--- config.mk ---
export PLATFORM = sky130hd
export DESIGN_NAME = arith_unit_flat
export DESIGN_NICKNAME = d
export VERILOG_FILES = /design/src/rtl/arith_pkg.sv /design/src/rtl/arith_unit_if.sv /design/src/rtl/arith_unit_seq_multiplier.sv /design/src/rtl/arith_unit.sv /design/src/flat_wrapper.sv
export SDC_FILE = /design/constraint.sdc
export NUM_CORES = 1
export LEC_CHECK = 0
export CORE_AREA = 2 2 109 111
export CTS_CLUSTER_SIZE = 40
export DETAILED_ROUTE_END_ITERATION = 10
export DIE_AREA = 0 0 111 113
export HOLD_SLACK_MARGIN = 0.02
export PLACE_DENSITY = 0.84
export RECOVER_POWER = 50
export SETUP_SLACK_MARGIN = 0.5
export SLEW_MARGIN = 20
export SYNTH_ARGS = -nofsm -noshare
export SYNTH_HDL_FRONTEND = slang
export SYNTH_HIERARCHICAL = 1
export SYNTH_SLANG_ARGS = --single-unit
--- constraint.sdc ---
create_clock -name clk -period 6.2 [get_ports clk]
set_clock_uncertainty 0.05 [all_clocks]
set_input_delay 1.86 -clock clk [delete_from_list [all_inputs] [get_ports clk]]
set_output_delay 1.86 -clock clk [all_outputs]
set_load 0.05 [all_outputs]
--- src/rtl/arith_pkg.sv ---
// Shared types and constants for the calculator arithmetic unit.
// Optional build macro: ARITH_OVERFLOW_FLAG_EN (adds the ovf result flag).
package arith_pkg;

  localparam int ARITH_WIDTH = 16;

  // Operation encoding on the 2-bit op input; 2'b11 is reserved and behaves as ADD.
  typedef enum logic [1:0] {
    OP_ADD = 2'b00,
    OP_SUB = 2'b01,
    OP_MUL = 2'b10
  } op_t;

  typedef enum logic [1:0] {
    IDLE   = 2'b00,
    ADDSUB = 2'b01,
    MUL    = 2'b10,
    DONE   = 2'b11
  } state_t;

endpackage

--- src/rtl/arith_unit_if.sv ---
// Request/result bundle between the calculator controller (master) and arith_unit (slave).
// Optional build macro: ARITH_OVERFLOW_FLAG_EN adds the ovf signal to both modports.
interface arith_unit_if
  import arith_pkg::*;
#(
  parameter int WIDTH = ARITH_WIDTH
) ();

  logic [WIDTH-1:0] in1;
  logic [WIDTH-1:0] in2;
  logic [1:0]       op;
  logic             start;
  logic             busy;
  logic [WIDTH-1:0] out;
  logic             finish;

`ifdef ARITH_OVERFLOW_FLAG_EN
  logic             ovf;

  modport master (output in1, in2, op, start, input busy, out, finish, ovf);
  modport slave  (input in1, in2, op, start, output busy, out, finish, ovf);
`else
  modport master (output in1, in2, op, start, input busy, out, finish);
  modport slave  (input in1, in2, op, start, output busy, out, finish);
`endif

endinterface

--- src/rtl/arith_unit_seq_multiplier.sv ---
// Iterative unsigned shift-add multiplier core: one partial-product add per cycle.
// o_done is high during the final iteration, with o_prod_nxt carrying the finished
// product, so the caller can capture the result on that same edge.
module seq_multiplier #(
  parameter int WIDTH  = 16,
  parameter int PROD_W = 2 * WIDTH,
  parameter int CYCLES = WIDTH
) (
  input  logic              clk,
  input  logic              rst,
  input  logic              i_load,
  input  logic              i_run,
  input  logic [WIDTH-1:0]  i_mcand,
  input  logic [WIDTH-1:0]  i_mplier,
  output logic [PROD_W-1:0] o_prod_nxt,
  output logic              o_done
);

  localparam int CW = $clog2(CYCLES + 1);

  logic [PROD_W-1:0] r_mcand;
  logic [WIDTH-1:0]  r_mplier;
  logic [PROD_W-1:0] r_prod;
  logic [CW-1:0]     r_cnt;
  logic [PROD_W-1:0] w_addend;

  // Partial product for the current multiplier bit.
  always_comb begin
    if (r_mplier[0]) begin
      w_addend = r_mcand;
    end else begin
      w_addend = '0;
    end
  end

  assign o_prod_nxt = r_prod + w_addend;
  assign o_done     = i_run && (r_cnt == CW'(1));

  // Load operands, then shift multiplicand left / multiplier right each run cycle.
  always_ff @(posedge clk or posedge rst) begin
    if (rst) begin
      r_mcand  <= '0;
      r_mplier <= '0;
      r_prod   <= '0;
      r_cnt    <= '0;
    end else if (i_load) begin
      r_mcand  <= PROD_W'(i_mcand);
      r_mplier <= i_mplier;
      r_prod   <= '0;
      r_cnt    <= CW'(CYCLES);
    end else if (i_run && (r_cnt != '0)) begin
      r_prod   <= o_prod_nxt;
      r_mcand  <= r_mcand << 1;
      r_mplier <= r_mplier >> 1;
      r_cnt    <= r_cnt - CW'(1);
    end else begin
      r_mcand  <= r_mcand;
      r_mplier <= r_mplier;
      r_prod   <= r_prod;
      r_cnt    <= r_cnt;
    end
  end

endmodule

--- src/rtl/arith_unit.sv ---
// Signed add/subtract/multiply engine behind a single start/finish handshake.
// Optional build macro: ARITH_OVERFLOW_FLAG_EN adds a registered ovf flag.
module arith_unit
  import arith_pkg::*;
#(
  parameter int WIDTH = ARITH_WIDTH
) (
  input  logic       clk,
  input  logic       rst,
  arith_unit_if.slave bus
);

  localparam int MUL_CYCLES = WIDTH;
`ifdef ARITH_OVERFLOW_FLAG_EN
  // Full-width product is needed to judge whether it fits in WIDTH bits.
  localparam int PROD_W = 2 * WIDTH;
`else
  // Only the low WIDTH bits of the product are ever delivered.
  localparam int PROD_W = WIDTH;
`endif

  state_t            r_state;
  state_t            w_state_nxt;
  logic [WIDTH-1:0]  r_a;
  logic [WIDTH-1:0]  r_b;
  logic              r_sub;
  logic              r_neg;
  logic [WIDTH-1:0]  r_out;
  logic              r_finish;
  logic              r_busy;

  logic              w_accept;
  logic              w_mul_load;
  logic [WIDTH-1:0]  w_mag1;
  logic [WIDTH-1:0]  w_mag2;
  logic [WIDTH-1:0]  w_b_eff;
  logic [WIDTH-1:0]  w_sum;
  logic [PROD_W-1:0] w_prod_nxt;
  logic [PROD_W-1:0] w_prod_fix;
  logic              w_mul_done;
  logic [WIDTH-1:0]  w_result;
  logic              w_capture;

  // A request is only taken from IDLE; start in any other state is dropped.
  assign w_accept   = (r_state == IDLE) && bus.start;
  assign w_mul_load = w_accept && (bus.op == OP_MUL);

  // Magnitudes of the raw inputs feed the unsigned core on the start edge.
  assign w_mag1 = bus.in1[WIDTH-1] ? (~bus.in1 + WIDTH'(1)) : bus.in1;
  assign w_mag2 = bus.in2[WIDTH-1] ? (~bus.in2 + WIDTH'(1)) : bus.in2;

  // Subtract is A + ~B + 1; ADD and the reserved code use B unchanged.
  assign w_b_eff = r_sub ? ~r_b : r_b;
  assign w_sum   = r_a + w_b_eff + {{(WIDTH-1){1'b0}}, r_sub};

  // Restore the sign of the product when the operand signs differed.
  assign w_prod_fix = r_neg ? (~w_prod_nxt + PROD_W'(1)) : w_prod_nxt;

  seq_multiplier #(
    .WIDTH  (WIDTH),
    .PROD_W (PROD_W),
    .CYCLES (MUL_CYCLES)
  ) u_mul (
    .clk        (clk),
    .rst        (rst),
    .i_load     (w_mul_load),
    .i_run      (r_state == MUL),
    .i_mcand    (w_mag1),
    .i_mplier   (w_mag2),
    .o_prod_nxt (w_prod_nxt),
    .o_done     (w_mul_done)
  );

`ifdef ARITH_OVERFLOW_FLAG_EN
  logic r_ovf;
  logic w_ovf;
  logic w_as_ovf;
  logic w_mul_ovf;

  // Same-sign operands producing an opposite-sign sum overflowed.
  assign w_as_ovf  = (r_a[WIDTH-1] == w_b_eff[WIDTH-1]) && (w_sum[WIDTH-1] != r_a[WIDTH-1]);
  // Product fits only if the upper half plus bit WIDTH-1 is all-zeros or all-ones.
  assign w_mul_ovf = !((&w_prod_fix[PROD_W-1:WIDTH-1]) || !(|w_prod_fix[PROD_W-1:WIDTH-1]));
  assign bus.ovf   = r_ovf;
`endif

  assign bus.out    = r_out;
  assign bus.finish = r_finish;
  assign bus.busy   = r_busy;

  // State register.
  always_ff @(posedge clk or posedge rst) begin
    if (rst) begin
      r_state <= IDLE;
    end else begin
      r_state <= w_state_nxt;
    end
  end

  // Next-state decode and result selection for the capture edge into DONE.
  always_comb begin
    w_state_nxt = r_state;
    w_result    = '0;
    w_capture   = 1'b0;
`ifdef ARITH_OVERFLOW_FLAG_EN
    w_ovf       = 1'b0;
`endif
    case (r_state)
      IDLE: begin
        if (bus.start) begin
          if (bus.op == OP_MUL) begin
            w_state_nxt = MUL;
          end else begin
            w_state_nxt = ADDSUB;
          end
        end else begin
          w_state_nxt = IDLE;
        end
      end
      ADDSUB: begin
        w_result    = w_sum;
        w_capture   = 1'b1;
        w_state_nxt = DONE;
`ifdef ARITH_OVERFLOW_FLAG_EN
        w_ovf       = w_as_ovf;
`endif
      end
      MUL: begin
        if (w_mul_done) begin
          w_result    = w_prod_fix[WIDTH-1:0];
          w_capture   = 1'b1;
          w_state_nxt = DONE;
`ifdef ARITH_OVERFLOW_FLAG_EN
          w_ovf       = w_mul_ovf;
`endif
        end else begin
          w_state_nxt = MUL;
        end
      end
      DONE: begin
        w_state_nxt = IDLE;
      end
      default: begin
        w_state_nxt = IDLE;
      end
    endcase
  end

  // Latch operands and op on an accepted start; later input changes are ignored.
  always_ff @(posedge clk or posedge rst) begin
    if (rst) begin
      r_a   <= '0;
      r_b   <= '0;
      r_sub <= 1'b0;
      r_neg <= 1'b0;
    end else if (w_accept) begin
      r_a   <= bus.in1;
      r_b   <= bus.in2;
      r_sub <= (bus.op == OP_SUB);
      r_neg <= bus.in1[WIDTH-1] ^ bus.in2[WIDTH-1];
    end else begin
      r_a   <= r_a;
      r_b   <= r_b;
      r_sub <= r_sub;
      r_neg <= r_neg;
    end
  end

  // Registered handshake outputs: out/finish set entering DONE, busy spans the op.
  always_ff @(posedge clk or posedge rst) begin
    if (rst) begin
      r_out    <= '0;
      r_finish <= 1'b0;
      r_busy   <= 1'b0;
    end else begin
      r_finish <= w_capture;
      if (w_capture) begin
        r_out <= w_result;
      end else begin
        r_out <= r_out;
      end
      if (w_accept) begin
        r_busy <= 1'b1;
      end else if (r_state == DONE) begin
        r_busy <= 1'b0;
      end else begin
        r_busy <= r_busy;
      end
    end
  end

`ifdef ARITH_OVERFLOW_FLAG_EN
  // Overflow flag follows out: updated only when a result is captured.
  always_ff @(posedge clk or posedge rst) begin
    if (rst) begin
      r_ovf <= 1'b0;
    end else if (w_capture) begin
      r_ovf <= w_ovf;
    end else begin
      r_ovf <= r_ovf;
    end
  end
`endif

endmodule

--- src/flat_wrapper.sv ---
// flat-port wrapper written by rule: the top's interface ports become plain ports
module arith_unit_flat import arith_pkg::*;
#(
  parameter int WIDTH = ARITH_WIDTH
)
  (clk, rst, bus_in1, bus_in2, bus_op, bus_start, bus_busy, bus_out, bus_finish);
  arith_unit_if #(.WIDTH(WIDTH)) bus_i ();
  input  logic clk;
  input  logic rst;
  input wire logic [$bits(bus_i.in1)-1:0] bus_in1;
  input wire logic [$bits(bus_i.in2)-1:0] bus_in2;
  input wire logic [$bits(bus_i.op)-1:0] bus_op;
  input wire logic [$bits(bus_i.start)-1:0] bus_start;
  output wire logic [$bits(bus_i.busy)-1:0] bus_busy;
  output wire logic [$bits(bus_i.out)-1:0] bus_out;
  output wire logic [$bits(bus_i.finish)-1:0] bus_finish;
  assign bus_i.in1 = bus_in1;
  assign bus_i.in2 = bus_in2;
  assign bus_i.op = bus_op;
  assign bus_i.start = bus_start;
  assign bus_busy = bus_i.busy;
  assign bus_out = bus_i.out;
  assign bus_finish = bus_i.finish;
  arith_unit #(.WIDTH(WIDTH)) u_core (.clk(clk), .rst(rst), .bus(bus_i));
endmodule
==> results of run 1 <==
[metrics by stage]
step                      std cells  worst slack, ps    util  cell area [um^2]  power [uW]
after floorplan                 780             2257       -              7166        3381
after global routing            964            806.1  0.7191              8105        5176
after global placement          948             2102  0.6916              7796        4069
after CTS                       964             1933  0.7199              8115        4797
after detailed placement        948             1964  0.6916              7796        4161
final                           964             1339  0.7191              8105        4848
[metal layers]
layer / wire, um / global-route usage
met2: 8826 / 0.5108
met4: 574 / 0.1117
met3: 937 / 0.05624
met1: 7794 / 0.3719
met5: 0 / 0
[placed cells by master, fill, tap and decap left out, drive strengths merged, types with 3 or more instances in the layout]
master | synthesis | layout
o21ai | 79 | 79
ha | 41 | 41
nand2 | 113 | 113
nand4 | 5 | 5
dlygate4sd3 | 0 | 3
and3 | 6 | 6
clkinv | 1 | 4
nand3 | 14 | 14
o21a | 3 | 3
o211ai | 4 | 4
mux2i | 33 | 33
xnor2 | 48 | 48
a21boi | 3 | 3
a31oi | 9 | 9
nor3 | 11 | 11
and2 | 18 | 18
nor4 | 4 | 4
o22ai | 6 | 6
inv | 25 | 26
o31ai | 13 | 13
a21oi | 31 | 31
clkdlybuf4s50 | 0 | 51
o41ai | 4 | 4
or3 | 12 | 12
a221oi | 5 | 5
nand2b | 10 | 10
mux2 | 26 | 26
xor2 | 33 | 33
a211oi | 6 | 6
nor2 | 30 | 30
dfrtp | 107 | 107
or4 | 7 | 7
clkbuf | 26 | 12
a21o | 8 | 8
[power breakdown]
part	internal, uW	switching [uW]
Clock	325	289
Sequential	1020	260
Combinational	1160	1800
Total	2500	2350
[area by class of cell]
type | count | area [um^2]
tap | 143 | 178.9
fill | 833 | 3167
clock inverter | 7 | 93.84
sequential | 107 | 2678
timing repair buffer | 59 | 566.8
clock buffer | 9 | 225.2
multi-input combinational | 613 | 4264
inverter | 26 | 98.84
[sequential cells by signal, indices dropped and copies added, names as in the netlist]
register and cells:
u_core/r_a 16, u_core/u_mul/r_prod 16, u_core/r_sub 1, u_core/r_state 2, u_core/r_neg 1, u_core/bus.finish 1, u_core/u_mul/r_cnt 5, u_core/bus.busy 1
u_core/bus.out 16, u_core/r_b 16, u_core/u_mul/r_mplier 16, u_core/u_mul/r_mcand 16
[worst max-delay path, delay by kind of cell]
kind / cells / cell delay, ps
buffers and inverters: 3 / 2350
AOI/OAI and AO/OA: 2 / 390
and+or+nand+nor: 3 / 440
[cell families after synthesis]
family / after synthesis / synth area share
flops: 107 / 0.3737
mux: 59 / 0.08696
buf+inv: 60 / 0.03387
compound gates: 190 / 0.1699
xor+xnor: 81 / 0.09900
fa+ha+maj: 43 / 0.07718
simple gates: 240 / 0.1594
[path summary, 6_finish.rpt]
kind                                           from                  endpoint  slack (ps)  depth (start not counted)
setup / recovery                          bus_start   u_core/u_mul/r_prod[13]        1340                          8
hold / removal                    u_core/bus.out[2]         u_core/bus.out[2]         430                          2
setup reg to reg           u_core/u_mul/r_mplier[0]        u_core/bus.out[14]        1880                         14
hold reg to reg                   u_core/bus.out[2]         u_core/bus.out[2]         430                          2
max in group asynchronous                       rst  u_core/u_mul/r_mplier[0]        1500                          3
min in group asynchronous                       rst        u_core/bus.out[15]        2580                          2
==> flow_summary_export.csv, run 1 <==
group,metric,value,unit
pwr,p_per_area,598.1,nW/um^2
pwr,vdd_drop_max,0.0004714,V
clocking,clock-sinks,107,
clocking,path_clk_slew,80,ps
final_layout,fin_nets,896,
synth,synth_nets,860,
grt,grt_max_degree,72,
clocking,post_cts_resized,0,
worst_setup_path,cp_slowest_cell,"clkbuf_1",
sta,hold_viol,0,
worst_setup_path,arrival,5090,ps
detailed_routing,drt_iter0_markers,452,
sta,fin_crit,4861,ps
pwr,p_leak,0.003430,uW
place,dpl.hpwl,13650,um
synth,synth_area,7166,um^2
detailed_routing,viasPerCell,6.210,
clocking,htreeDepth,3,
synth,synth-edff-count,0,
status,violations,"capacitance limit, slew limit",
sta,drv_slew,154,
sta,hold_ws,434.0,ps
grt,grt_first_pass_wirelength,29450,um
detailed_routing,ant_nets,0,
grt,grt_usage,0.2958,
floorplan,die_y,113,um
synth,syn_inst,780,
sta,slew_headroom,-0.8900,
floorplan,io-pin-count,55,
synth,yosys_register_bits,107,
synth,yosysTopAreaCellShare,0.3737,
synth,yosysTopAreaCell,"dfrtp_1",
synth,syn_area_per_cell,9.187,um^2
worst_setup_path,critPathMaxStageDelay,1470,ps
floorplan,fp.dieW,111,um
clocking,clock-root-buffer,"clkbuf_16",
place,gp_congestion,0.9579,
sta,period_share,0.7840,
sta,rsz0062_at_grt,"false",
clocking,insertion_delay,370,ps
detailed_routing,dr_total_vias,5986,
grt,gr-total-overflow,0,
worst_setup_path,worstPathMaxFanout,44,
synth,synth_area_leaders,"dfrtp_1 37%, ha_1 7.2%, nand2_1 5.9%",
synth,synthFlopType,"dfrtp_1",
detailed_routing,drc,0,
final_layout,num_antenna_cells,0,
detailed_routing,dr.pass1.iters,6,
worst_setup_path,cp_cell_sequence,"dlygate4sd3_1, nand2_1, clkbuf_1, nor2_4, clkinv_1, nand3_1, a311o_1, o211ai_1",
floorplan,dieArea,12540,um^2
detailed_routing,wl,18130,um
status,status,"finished with violations",
clocking,postCtsSetupRepairBufs,0,
sta,setup_tns,0,ps
floorplan,rows,39,
synth,synth_cell_types,69,
sta,setup-violations-final,0,
place,portBuffers,54,
worst_setup_path,end_kind,"flip-flop",
synth,synth_warnings,6,
clocking,cts_made_buffers,9,
flow_run,drv_cap,3,
hold_path,hold_class,"reg -> reg",
final_layout,area_delta_synth_final,13.11,%
final_layout,drive_above_1_share,0.07552,
synth,synth_most_common_cell,"nand2_1",
clocking,clock_tree.buffer_depth,2,
floorplan,start_util,0.6357,
synth,yosysSeqAreaShare,0.3737,
sta,fmax,205.7,MHz
worst_setup_path,criticalPathCategory,"in -> reg",
synth,ys_top_cells_by_count,"113 x nand2_1, 107 x dfrtp_1, 77 x o21ai_0",
clocking,cts_tree,"done",
synth,synthArstFlopShare,1.000,
worst_setup_path,startpoint_type,"input pin",
clocking,ctsHoldBuffers,0,
worst_setup_path,worstPathRequired,6420,ps
sta,tightest_slew,2835,ps
grt,grt_pass1_vias,5889,
detailed_routing,route.detailed.wl_per_inst,18.81,um
grt,grt_antenna_before_repair,0,
floorplan,coreArea,11270,um^2
No activity file was read; power rests on OpenSTA's default activity.
==> run 2, diff against run 1 <==
- CORE_AREA: 2 2 109 111 -> 2 2 119 121
- DIE_AREA: 0 0 111 113 -> 0 0 121 123
- PLACE_DENSITY: 0.84 -> 0.75
- clock period: 6.2 -> 4.2 ns (I/O delays scaled with it)
==> run 2 against run 1 <==
Compared with the run above: the run still ends with capacitance limit, slew limit left; via count fell by 0.42%; global-route usage decreased by 4.1 points; setup slack got worse by 860 ps; highest routed layer unchanged; routed wire length increased by 2.0%; sequential power grew 47%; largest power group unchanged; power increased by 50%; final cell count is 5.3% higher; critical path depth rose by 5.
==> flow_summary_export.csv, run 2 (synthesis gave the netlist of run 1 again) <==
group,metric,value,unit
status,status,"finished with violations",
status,violations,"capacitance limit, slew limit",
grt,gr-total-overflow,0,
worst_setup_path,critPathMaxStageDelay,460,ps
grt,grt_pass1_vias,5701,
grt,grt_max_degree,64,
sta,drv_slew,44,
sta,tightest_slew,1978,ps
clocking,cts_made_buffers,9,
clocking,path_clk_slew,70,ps
pwr,p_per_area,868.0,nW/um^2
sta,setup-violations-final,0,
sta,hold_viol,0,
sta,setup_tns,0,ps
place,gp_congestion,0.8901,
sta,period_share,0.8858,
final_layout,area_delta_synth_final,16.90,%
grt,grt_antenna_before_repair,0,
sta,slew_headroom,-0.3184,
hold_path,hp-start,"u_core/bus.out[3]",
worst_setup_path,criticalPathCategory,"reg -> reg",
hold_path,hold_end,"u_core/bus.out[3]",
floorplan,fp.dieW,121,um
place,pre_cts_slack,360.0,ps
pwr,p_leak,0.003556,uW
floorplan,rows,43,
worst_setup_path,arrival,3910,ps
worst_setup_path,r2r_setup_slack,480,ps
final_layout,drive_above_1_share,0.1138,
sta,fin_crit,3720,ps
detailed_routing,wl,18500,um
hold_path,hold_class,"reg -> reg",
clocking,ctsHoldBuffers,0,
pwr,vdd_drop_max,0.0003430,V
worst_setup_path,ff2ff_path_depth,13,
detailed_routing,dr_total_vias,5961,
sta,fmax,268.8,MHz
worst_setup_path,cp_cell_sequence,"and2_4, ha_4, fa_2, a21o_1, a221oi_4, o21ai_1, xor2_1, or3_4, or4_4, o31ai_4, xor2_1, a2bb2oi_2, o31ai_1",
grt,grt_first_pass_wirelength,29330,um
floorplan,die_y,123,um
floorplan,io-pin-count,55,
worst_setup_path,worstPathRequired,4390,ps
worst_setup_path,worstPathMaxFanout,7,
detailed_routing,drt_iter0_markers,467,
floorplan,coreArea,13610,um^2
final_layout,final_common_cell,"nand2_1",
worst_setup_path,cp_slowest_cell,"or4_4",
floorplan,dieArea,14880,um^2
detailed_routing,dr.pass1.iters,5,
flow_run,drv_cap,1,
sta,rsz0062_at_grt,"true",
final_layout,fin_nets,910,
final_layout,final_cell_mix,"113 x nand2_1, 106 x dfrtp_1, 76 x o21ai_0",
sta,worst_slack,479.6,ps
clocking,clock-sinks,107,
clocking,insertion_delay,360,ps
clocking,clock_tree.buffer_depth,2,
detailed_routing,ant_nets,0,
detailed_routing,viasPerCell,5.873,
place,dpl.hpwl,14070,um
detailed_routing,route.detailed.wl_per_inst,18.22,um
final_layout,num_antenna_cells,0,
floorplan,start_util,0.5264,
clocking,cts_tree,"done",
grt,grt_usage,0.2547,
hold_path,min_path_cells,2,
clocking,htreeDepth,3,
place,portBuffers,54,
clocking,clock-root-buffer,"clkbuf_16",
worst_setup_path,r2r-start,"u_core/u_mul/r_mplier[0]",
worst_setup_path,end_kind,"flip-flop",
worst_setup_path,path_common_cell,"xor2_1",
worst_setup_path,r2r_end,"u_core/bus.out[14]",
detailed_routing,drc,0,
worst_setup_path,crit_start,"u_core/u_mul/r_mplier[0]",
worst_setup_path,startpoint_type,"flip-flop",
==> run 2: report_power, final <==
| part | switching [uW] | leakage [uW] | internal, uW |
|---|---|---|---|
| Combinational | 2680 | 0.00208 | 1850 |
| Clock | 393 | 0.000150 | 466 |
| Sequential | 379 | 0.00132 | 1500 |
==> run 2: final cells by class <==
type / instances / area [um^2]
clock buffers: 9 / 225.2
clock inverters: 7 / 71.32
fillers: 1153 / 5235
inverters: 26 / 97.59
multi-input cells: 613 / 4405
flip-flops and latches: 107 / 2679
well taps: 180 / 225.2
repair buffers: 73 / 673.1
==> run 2: worst max-delay path: cells and delay by family (launching register included) <==
family          cells  cell delay [ps]
compound gates      6             1130
simple gates        3             1050
xor+xnor            2              420
fa+ha+maj           2              520
flops               1              440
==> run 2: worst max-delay path by stage <==
stage	depth (start not counted)	to	slack [ps]
floorplan	15	u_core/bus.out[15]	510
global placement	14	u_core/bus.out[15]	410
detailed placement	14	u_core/bus.out[15]	360
CTS	14	u_core/bus.out[14]	470
global route	3	u_core/r_a[4]	280
finish	13	u_core/bus.out[14]	480
==> run 2: per-layer routing <==
layer | vias to the layer above | wire, um | track usage
met5 | - | 0 | 0
met4 | 0 | 539 | 0.1054
met3 | 37 | 851 | 0.03229
met2 | 190 | 8637 | 0.4087
met1 | 2869 | 8469 | 0.3501
li1 | 2865 | - | -
==> run 2: repair_timing <==
item / in CTS / in global routing
pin swaps: 6 / 6
resized for setup: 8 / 10
buffers inserted: 6 / 2
endpoints found under the setup margin: 4 / 7
==> run 2: through the flow <==
stage	power [uW]	cells	cell area [um^2]	hold slack [ps]	utilization
finish	7271	1015	8377	440.5	0.6154
global route	7811	1015	8377	468.7	0.6154
CTS	7122	1013	8315	441.4	0.6109
detailed placement	6155	991	7916	424.7	0.5816
global placement	6012	991	7916	410.1	0.5816
floorplan	5026	780	7196	418.9	-
==> run 3, diff against run 2 <==
- CTS_CLUSTER_SIZE: 40 -> default
==> results of run 3 <==
The final DEF is identical to that of run 2; final timing and power are the same.
